===== src/rtl/jtag_pkg.sv =====
// Shared JTAG definitions for the TAP block and its data-register helpers.
//
// Contents:
//   IDCODE         - 32-bit device identification word shifted out on IDCODE.
//   DEFAULT_WIDTH  - default serializer width (one IDCODE word).
//   tap_state_t    - TAP controller state encodings (IEEE 1149.1 state names).
//   IR_*           - instruction register opcodes decoded by the TAP.
package jtag_pkg;

    localparam logic [31:0] IDCODE        = 32'h000F_AF01;
    localparam int          DEFAULT_WIDTH = 32;

    typedef enum logic [3:0] {
        TEST_LOGIC_RESET = 4'd0,
        RUN_TEST_IDLE    = 4'd1,
        SELECT_DR_SCAN   = 4'd2,
        CAPTURE_DR       = 4'd3,
        SHIFT_DR         = 4'd4,
        EXIT1_DR         = 4'd5,
        PAUSE_DR         = 4'd6,
        EXIT2_DR         = 4'd7,
        UPDATE_DR        = 4'd8,
        SELECT_IR_SCAN   = 4'd9,
        CAPTURE_IR       = 4'd10,
        SHIFT_IR         = 4'd11,
        EXIT1_IR         = 4'd12,
        PAUSE_IR         = 4'd13,
        EXIT2_IR         = 4'd14,
        UPDATE_IR        = 4'd15
    } tap_state_t;

    localparam logic [3:0] IR_IDCODE = 4'b1110;
    localparam logic [3:0] IR_BYPASS = 4'b1111;
    localparam logic [3:0] IR_ABORT  = 4'b1000;

endpackage


===== src/rtl/jtag_byte_transmitter_mux_2_1.sv =====
// Two-input single-bit multiplexer used to pick the TDO source.
//
// Ports:
//   one      in  1 - selected when selector is 1
//   two      in  1 - selected when selector is 0
//   selector in  1 - select line
//   out      out 1 - selector ? one : two (combinational)
module mux_2_1 (
    input  logic one,
    input  logic two,
    input  logic selector,
    output logic out
);

    assign out = selector ? one : two;

endmodule


===== src/rtl/jtag_byte_transmitter.sv =====
// LSB-first serializer for a WIDTH-bit word (the IDCODE on the Shift-DR
// path), one bit per enabled TCK edge, with a completion flag and a TDO
// mux that can substitute an alternate bit from the TAP controller.
//
// Parameters:
//   WIDTH    - bits serialized per word (default 32)
// Ports:
//   clk      in  1     - TCK, all state on posedge
//   reset_n  in  1     - synchronous active-low reset, wins over enable
//   enable   in  1     - advance one bit this cycle
//   in       in  WIDTH - word, captured on the first enabled edge after reset
//   tap_in   in  1     - alternate bit from the TAP controller
//   sel      in  1     - 1 = tdo from tap_in, 0 = tdo from serializer
//   out      out 1     - registered serializer bit
//   done     out 1     - registered, high once the last bit is on out
//   tdo      out 1     - combinational sel ? tap_in : out
//
// Build option:
//   JTAG_BYTE_TRANSMITTER_FORMAL_EN - compiles in embedded assertions and a
//   cover point; without it no checking logic exists.
import jtag_pkg::*;

module jtag_byte_transmitter #(
    parameter int WIDTH = DEFAULT_WIDTH
) (
    input  logic             clk,
    input  logic             reset_n,
    input  logic             enable,
    input  logic [WIDTH-1:0] in,
    input  logic             tap_in,
    input  logic             sel,
    output logic             out,
    output logic             done,
    output logic             tdo
);

    localparam int             CW   = $clog2(WIDTH + 1);
    localparam logic [CW-1:0]  FULL = CW'(WIDTH);
    localparam logic [CW-1:0]  LAST = CW'(WIDTH - 1);

    logic [WIDTH-1:0] shift;
    logic [CW-1:0]    count;

    // count is the number of bits already placed on out; it saturates at
    // WIDTH so a finished word stays finished until the next reset.
    always_ff @(posedge clk) begin
        if (!reset_n) begin
            shift <= '0;
            count <= '0;
            out   <= 1'b0;
            done  <= 1'b0;
        end else if (enable) begin
            if (count == '0) begin
                // Capture edge: bit 0 goes straight out, the rest is stored.
                out   <= in[0];
                shift <= in >> 1;
                count <= CW'(1);
                if (WIDTH == 1) begin
                    done <= 1'b1;
                end
            end else if (count < FULL) begin
                out   <= shift[0];
                shift <= shift >> 1;
                count <= count + CW'(1);
                if (count == LAST) begin
                    done <= 1'b1;
                end
            end else begin
                // Overrun past the end of the word drives zeros.
                out <= 1'b0;
            end
        end
    end

    mux_2_1 u_tdo_mux (
        .one      (tap_in),
        .two      (out),
        .selector (sel),
        .out      (tdo)
    );

`ifdef JTAG_BYTE_TRANSMITTER_FORMAL_EN
    a_reset_state : assert property (@(posedge clk)
        !reset_n |=> (out == 1'b0 && done == 1'b0 && count == '0));
    a_count_range : assert property (@(posedge clk) count <= FULL);
    a_done_count  : assert property (@(posedge clk) done |-> count == FULL);
    a_busy_clear  : assert property (@(posedge clk) (count < FULL) |-> !done);
    a_tdo_tap     : assert property (@(posedge clk) sel |-> tdo == tap_in);
    c_done_rise   : cover property (@(posedge clk) $rose(done));
`else
`endif

endmodule


===== config.mk =====
export PLATFORM = sky130hd
export DESIGN_NAME = jtag_byte_transmitter
export DESIGN_NICKNAME = d
export VERILOG_FILES = /design/src/rtl/jtag_pkg.sv /design/src/rtl/jtag_byte_transmitter_mux_2_1.sv /design/src/rtl/jtag_byte_transmitter.sv
export SDC_FILE = /design/constraint.sdc
export NUM_CORES = 1
export LEC_CHECK = 0
export CAP_MARGIN = 0
export CORE_AREA = 2 2 67 69
export DETAILED_ROUTE_END_ITERATION = 6
export DIE_AREA = 0 0 69 71
export HOLD_SLACK_MARGIN = 0.15
export PLACE_DENSITY_LB_ADDON = 0.15
export SLEW_MARGIN = 20
export SYNTH_ARGS = -nofsm -noshare
export SYNTH_HDL_FRONTEND = slang
export SYNTH_SLANG_ARGS = --single-unit

===== constraint.sdc =====
create_clock -name clk -period 1.9 [get_ports clk]
set_clock_uncertainty 0.15 [all_clocks]
set_input_delay 0.19 -clock clk [delete_from_list [all_inputs] [get_ports clk]]
set_output_delay 0.19 -clock clk [all_outputs]
set_load 0.01 [all_outputs]

==> Yosys cells after proc, flatten, opt, wreduce, memory -nomap -nowiden <==
Cells that the tools add are included.
W data, S select, Z words.
{ "op_classes": {"add_sub_neg": 1, "mul": 0, "div": 0, "order_cmp": 1, "n_eq_ne": 1, "shifts": 0, "muxes": 7, "bitwise": 1, "reduce_logical": 4} }
{ "op_table": {"columns": ["op", "n"], "rows": [
  ["$mux W32", 2],
  ["$mux W6", 2],
  ["$add A6 B1 Y6 const B", 1],
  ["$eq A6 B5 Y1 const B", 1],
  ["$logic_not A6 Y1", 1],
  ["$lt A6 B6 Y1 const B", 1],
  ["$reduce_and A4 Y1", 1],
  ["$mux W1", 3],
  ["$reduce_and A2 Y1", 1],
  ["$reduce_bool A2 Y1", 1],
  ["$not A1 Y1", 1]
]} }
{ "totals": {"ff_bits": 40, "latch_bits": 0, "ramBits": 0, "mem_bits_ro": 0, "input_bits": 37, "out_inout_bits": 3, "elab_cells": 19, "mem_count": 0} }

==> Logic depth before layout (Yosys ltp) <==
Gate-level depths: netlist of the first run.
{ "depth": {"depth_word": 3, "depth_mapped": 7, "ltp_nobuf": 5} }

==> Cells and area by module <==
A second synthesis of the first run with hierarchy kept.
{ "unflattened": {"cells_unflattened": 226, "hier_area_um2": 2098.3} }
{ "by_module_without_submodules": {"columns": ["mod", "instances", "cells_per_inst", "area_each_um2", "seq_area_each_um2"], "rows": [
  ["jtag_byte_transmitter", 1, 225, 2083.2, 780.7],
  ["mux_2_1", 1, 1, 15.0, 0.0]
]} }

==> Least setup slack after synthesis of the first run <==
OpenSTA, ideal clock, no wires.
{ "synth_path": {"path_type": "reg2reg", "start": "reg count[0]", "end": "reg shift[0]", "setup_ns": 0.138, "t_arrival_ns": 1.419, "required_time_ns": 1.612, "slack_ns": 0.193, "path_stages_with_launch": 8, "path_buffers": 2, "synth_period_minus_slack_ns": 1.707, "path_cell_list": "dfxtp_1 > inv_1 > ha_1 > or4b_1 > buf_6 > buf_6 > nor4_2 > a211oi_1"} }
{ "synth_between": {"elab_chain_len": 3, "word_cells_on_any_way": 5, "cone_classes": "order compare (1); mux (1); reduce/logical (3)"} }
{ "synth_lines": {"columns": ["item", "line", "rtl"], "rows": [
  ["start, declared", "jtag_byte_transmitter.sv:42", "logic [CW-1:0] count;"],
  ["start signal, assigned", "jtag_byte_transmitter.sv:64", "count <= count + CW'(1);"],
  ["$lt A6 B6 Y1 or $logic_not A6 Y1 (tied branches)", "jtag_byte_transmitter.sv:61, jtag_byte_transmitter.sv:53", null],
  ["$reduce_bool A2 Y1 (no source line)", null, null],
  ["$reduce_and A2 Y1 (no source line)", null, null],
  ["end signal, assigned", "jtag_byte_transmitter.sv:56", "shift <= in >> 1;"],
  ["end signal, assigned", "jtag_byte_transmitter.sv:63", "shift <= shift >> 1;"],
  ["end, declared", "jtag_byte_transmitter.sv:41", "logic [WIDTH-1:0] shift;"]
]} }
Several ways; a longest one is shown, not always the timed one.
A chain may end at the register's enable or synchronous reset.

==> Final worst setup path of the first run <==
{ "layout_path": {"start": "reg count[1]", "end": "reg out"} }
{ "layout_between": {"elab_chain_len": 3, "word_cells_on_any_way": 4, "cone_classes": "order compare (1); mux (2); reduce/logical (1)"} }
{ "layout_lines": {"columns": ["item", "line", "rtl"], "rows": [
  ["$lt A6 B6 Y1", "jtag_byte_transmitter.sv:61", "end else if (count < FULL) begin"],
  ["$mux W1", "jtag_byte_transmitter.sv:61", null],
  ["$mux W1 *", "jtag_byte_transmitter.sv:53", "if (count == '0) begin"],
  ["end signal, assigned", "jtag_byte_transmitter.sv:55", "out <= in[0];"],
  ["end signal, assigned", "jtag_byte_transmitter.sv:62", "out <= shift[0];"],
  ["end, declared", "jtag_byte_transmitter.sv:32", "output logic out,"]
]} }
Every way passes the cells marked *; elsewhere a longest branch is shown, timed or not.

==> results.json, run 1 <==
{
  "die_x_um": 69,
  "gr-total-overflow": 0,
  "cts.htree.levels": 2,
  "relSlewSlack": 0.752,
  "synth_top_area_share": 0.373,
  "clk_pin_slew_ps": 70,
  "avgViaCountPerCell": 5.72,
  "grtUsageMet2": 0.330,
  "std_cell_rows": 24,
  "start_util": 0.498,
  "crit_fanout": 4,
  "hp-start": "shift[30]",
  "synthCells": 226,
  "syn_area_mm2": 0.00209,
  "path_class": "reg -> reg",
  "ys_types": 31,
  "multi_input_area_mm2": 0.00116,
  "diodes": 0,
  "status": "finished clean",
  "internal_power_uw": 1400,
  "final_cell_mix": "clkdlybuf4s50_1 (39), dfxtp_1 (38), o21ai_0 (35)",
  "final_nets": 307,
  "p_comb_frac": 0.198,
  "r2r_slack_ps": 110,
  "dr.pass1.iters": 4,
  "postCtsSetupBuffers": 0,
  "period_share": 0.942,
  "antenna_found_initial": 0,
  "grt_pass1_wl_um": 8300,
  "crit_chain": "inv_1 -> ha_1 -> or4b_4 -> buf_4 -> o41ai_2 -> a21oi_1",
  "io_pins": 40,
  "max_stage_delay_ps": 500,
  "ctsLongestPathBuffers": 2,
  "r2r_start": "count[1]",
  "placed_area_mm2": 0.00260,
  "cts-resized-gates": 3,
  "hpwl_um": 2970,
  "track_usage": 0.206,
  "setup_violations": 0,
  "cp-startpoint": "count[1]",
  "area_growth_syn_to_layout_pct": 29.3,
  "finalHoldViolCount": 0,
  "grtUsageMet1": 0.269,
  "min_period_ps": 1790,
  "synthArstFlopShare": 0,
  "slew_violations": 0,
  "hold_end": "shift[30]",
  "die_area_mm2": 0.00490,
  "numPortBuffers": 39,
  "numPlacedInstances": 313,
  "drc": 0,
  "rr_worst_depth": 6,
  "holdPathStages": 2,
  "swShare": 0.261,
  "fin_tns_setup_ps": 0,
  "hp-class": "reg -> reg",
  "p_sw_uw": 495,
  "busiest_layer": "met2",
  "root_buffer": "clkbuf_8",
  "finalNonFillerCells": 321,
  "max_freq_mhz": 559,
  "synth_ff_type": "dfxtp_1",
  "final_common_cell": "clkdlybuf4s50_1",
  "cp_slowest_cell": "or4b_4",
  "rr_endpoint": "out",
  "tritoncts": "done",
  "insertion_delay_ps": 290,
  "drive_above_1_share": 0.245,
  "powerDensity_mw_per_mm2": 700,
  "synth_area_leaders": "dfxtp_1 (37%), nor4_2 (17%), a211oi_1 (11%)",
  "cp-start-kind": "flop",
  "setup_slack_ps": 110,
  "synth-seq-cells": 39,
  "wl_per_cell_um": 14.4,
  "syn_nets": 265,
  "drv_cap": 0,
  "fillCellCount": 368,
  "clock-sinks": 39,
  "totalWireLength_um": 4610,
  "p_leak_uw": 0.000929,
  "peakVddDrop_v": 0.000349,
  "pre_cts_ws_ps": -54.0,
  "avgSynthCellArea_um2": 9.27,
  "fin_hold_ws_ps": 313,
  "grt_pass1_vias": 1800,
  "clock_power_share": 0.324,
  "die_h_um": 71,
  "stdcell_area_mm2": 0.00271,
  "gp_congestion": 0.729,
  "core_area_mm2": 0.00420,
  "antenna_left": 0,
  "drt-initial-drc-count": 140,
  "vias": 1837,
  "worstPathArrival_ps": 1820,
  "rsz0062_at_grt": "false",
  "yosysTopAreaCell": "dfxtp_1",
  "synth_edf_count": 0,
  "p_seq_frac": 0.478,
  "crit_required_ps": 1930,
  "end_kind": "flop",
  "seq_area_um2": 782,
  "yosys_warnings": 0,
  "use_met3": 0.0570,
  "ctsHoldBuffers": 0,
  "seq_area_frac_synth": 0.373,
  "cp_top_family": "simple AND/OR/NAND/NOR gates",
  "worst_pin_slew_ps": 371,
  "cts_inserted_buffers": 5,
  "cp.buffers_inverters": 2,
  "grt_start_max_net_pins": 42
}
-- cell families after synthesis --
kind of cell             after synthesis  synth area share
AO/OA/AOI/OAI                         75             0.227
XOR/XNOR                               1           0.00418
adder cells (fa/ha/maj)                2            0.0119
buffers and inverters                 28            0.0788
flip-flops                            39             0.373
multiplexers                           1           0.00538
AND/OR/NAND/NOR                       80             0.300
-- power groups by stage --
stage / combinational [uW] / sequential [uW] / clock (uW)
after floorplan: 226 / 919 / 0
after global placement: 368 / 923 / 0
after detailed placement: 369 / 924 / 0
after CTS: 377 / 906 / 637
after global routing: 415 / 912 / 659
final: 375 / 906 / 614
-- synth_stat cells (2+ instances only) --
master,number
a211oi_1,30
a21boi_0,2
a21oi_1,3
buf_2,3
buf_4,3
buf_6,6
clkbuf_1,12
dfxtp_1,39
ha_1,2
inv_1,3
nand2_1,5
nand2b_1,3
nand3b_1,2
nor2_1,31
nor2b_1,2
nor3_1,2
nor4_2,28
nor4_4,2
o21a_1,2
o21ai_0,35
-- sequential cells by signal (all words and copies together), names as in the netlist --
name / count
shift: 31
count: 6
done: 1
out: 1
-- cell type report --
cell class                      instances  share of cell area
Sequential cell                        39               0.289
Tap cell                               52              0.0240
Clock buffer                            8              0.0370
Multi-Input combinational cell        159               0.427
Timing Repair Buffer                   60               0.219
Inverter                                3             0.00416
-- stage by stage --
step	total power, uW	utilization
floorplan	1150	-
global placement	1290	0.618
detailed placement	1290	0.618
CTS	1920	0.644
global route	1990	0.644
finish	1900	0.644
-- routing by layer --
| layer | up-vias | wire length (um) |
|---|---|---|
| li1 | 924 | - |
| met1 | 865 | 2060 |
| met2 | 43 | 2270 |
| met3 | 5 | 233 |
| met4 | 0 | 48 |
| met5 | - | 0 |
-- tightest hold or removal path, delay by kind of cell, from the launching register on --
kind	cells	cell delay [ps]
AOI/OAI and AO/OA	1	60
DFF	1	310
and+or+nand+nor	1	50
-- worst max path at each step --
| stage | end | slack (ps) | depth (start not counted) |
|---|---|---|---|
| final | out | 110 | 6 |
| after global routing | shift[0] | 30 | 6 |
| after CTS | tdo | 110 | 3 |
| after detailed placement | count[1] | -50 | 6 |
| after global placement | shift[29] | 0.8 | 6 |
| after floorplan | shift[0] | 190 | 7 |
Note: power is estimated with default switching activity, not from simulation.
==> run 2: changes to the inputs <==
- CORE_AREA: 2 2 67 69 -> 2 2 77 60
- DIE_AREA: 0 0 69 71 -> 0 0 79 62
==> run 2 against run 1 <==
Flip-flop and latch count unchanged. Critical path type unchanged. Register-to-register slack about the same. Maximum frequency decreased by 0.64%. Combinational power about the same. Highest routed layer unchanged. Worst setup slack got worse by 12 ps. Global-route usage decreased by 1.4 points. Worst hold slack improved by 4.9 ps. Critical endpoint unchanged. Non-clock buffer count decreased by 1. Routed wire length decreased by 2.3%. Clock power decreased by 11%. Final area decreased by 0.42%.
==> results.json, run 2 (synthesized netlist as in run 1, its figures left out) <==
{
  "numPlacedInstances": 317,
  "die_h_um": 62,
  "max_stage_delay_ps": 500,
  "rsz0062_at_grt": "false",
  "tritoncts": "done",
  "largest_register": "shift",
  "max_freq_mhz": 555,
  "cts_inserted_buffers": 5,
  "worstPathArrival_ps": 1830,
  "hp-class": "reg -> reg",
  "crit_required_ps": 1930,
  "std_cell_rows": 21,
  "core_area_mm2": 0.00426,
  "crit_fanout": 7,
  "clk_pin_slew_ps": 80,
  "rr_worst_depth": 6,
  "die_x_um": 79,
  "grt_pass1_vias": 1573,
  "ctsLongestPathBuffers": 2,
  "grt_start_max_net_pins": 38,
  "worst_pin_slew_ps": 376,
  "hp-start": "shift[30]",
  "diodes": 0,
  "wl_per_cell_um": 13.9,
  "final_cell_mix": "clkdlybuf4s50_1 (39), dfxtp_1 (38), o21ai_0 (35)",
  "setup_violations": 0,
  "end_kind": "flop",
  "antenna_found_initial": 0,
  "slew_violations": 0,
  "area_growth_syn_to_layout_pct": 28.8,
  "fin_hold_ws_ps": 318,
  "final_common_cell": "clkdlybuf4s50_1",
  "gr-total-overflow": 0,
  "p_leak_uw": 0.000916,
  "r2r_slack_ps": 100,
  "drive_above_1_share": 0.243,
  "finalHoldViolCount": 0,
  "drv_cap": 0,
  "peakVddDrop_v": 0.000380,
  "root_buffer": "clkbuf_8",
  "pre_cts_ws_ps": -67.6,
  "vias": 1823,
  "drt-initial-drc-count": 118,
  "reg.largest.list": "shift (31), count (6)",
  "rr_endpoint": "out",
  "start_util": 0.492,
  "hold_end": "shift[30]",
  "min_period_ps": 1800,
  "grt_pass1_wl_um": 7360,
  "holdPathStages": 2,
  "path_class": "reg -> reg",
  "hpwl_um": 2950,
  "r2r_start": "count[0]",
  "cts.htree.levels": 2,
  "finalNonFillerCells": 325,
  "final_nets": 306,
  "crit_chain": "inv_1 -> ha_1 -> or4b_4 -> buf_4 -> o41ai_2 -> a21oi_1",
  "clock-sinks": 39,
  "relSlewSlack": 0.746,
  "die_area_mm2": 0.00490,
  "drc": 0,
  "avgViaCountPerCell": 5.61,
  "io_pins": 40,
  "numPortBuffers": 39,
  "cp_top_family": "simple AND/OR/NAND/NOR gates",
  "setup_slack_ps": 98.3,
  "largest_reg_flops": 31,
  "ctsHoldBuffers": 0,
  "cp_slowest_cell": "or4b_4",
  "insertion_delay_ps": 290,
  "track_usage": 0.192,
  "totalWireLength_um": 4500,
  "dr.pass1.iters": 4,
  "gp_congestion": 0.754,
  "status": "finished clean",
  "fin_util": 0.634,
  "period_share": 0.948,
  "antenna_left": 0,
  "cp-start-kind": "flop",
  "cp.buffers_inverters": 2,
  "powerDensity_mw_per_mm2": 676
}
## run 2: changes by cell type in the layout (fill, tap and decap cells not counted)
cell        delta
buf_6          -2
clkbuf_8       -2
clkinv_2       +1
buf_12         +1
clkinvlp_4     +1
## run 2: worst max-delay path by stage
| stage | depth (start not counted) | endpoint | from |
|---|---|---|---|
| detailed placement | 6 | out | count[0] |
| global route | 6 | out | count[0] |
| CTS | 6 | out | count[0] |
| global placement | 6 | out | count[0] |
| floorplan | 7 | shift[0] | count[0] |
| finish | 6 | out | count[0] |
## run 2: area by class of cell
cell class	instances	area (um2)
clock buffers	6	72.6
flip-flops and latches	39	782
fillers	376	1560
inverters	3	11.3
multi-input cells	159	1160
well taps	57	71.3
clock inverters	2	12.5
repair buffers	59	591
## run 2: metal layers
| metal | share of wire | global-route usage | vias to the layer above |
|---|---|---|---|
| met1 | 0.50 | 0.267 | 856 |
| met3 | 0.052 | 0.0491 | 4 |
| li1 | - | - | 919 |
| met4 | 0.0060 | 0.0517 | 0 |
| met5 | 0 | 0 | - |
| met2 | 0.44 | 0.304 | 44 |
## run 2: power breakdown
part	switching, uW	internal (uW)	leakage, uW
Clock	287	257	0.0000412
Combinational	184	190	0.000552
Sequential	28.4	878	0.000323
## run 2: timing repair
action	4_1_cts	5_1_grt
gates resized for setup	1	0
buffers inserted	0	0
setup endpoints to repair	23	0
## run 2: through the flow
stage               TNS, ps  cell area (um2)  total power [uW]
floorplan                 0             2090              1150
global placement      -57.6             2610              1290
detailed placement     -301             2610              1300
CTS                       0             2700              1840
global route              0             2700              1920
finish                    0             2700              1820
## run 2: worst register-to-register path: cells and delay by family (launching register included)
| kind | cells | cell delay (ps) |
|---|---|---|
| AO/OA/AOI/OAI | 2 | 340 |
| adder cells (fa/ha/maj) | 1 | 140 |
| buffers and inverters | 2 | 250 |
| flip-flops | 1 | 320 |
| AND/OR/NAND/NOR | 1 | 500 |
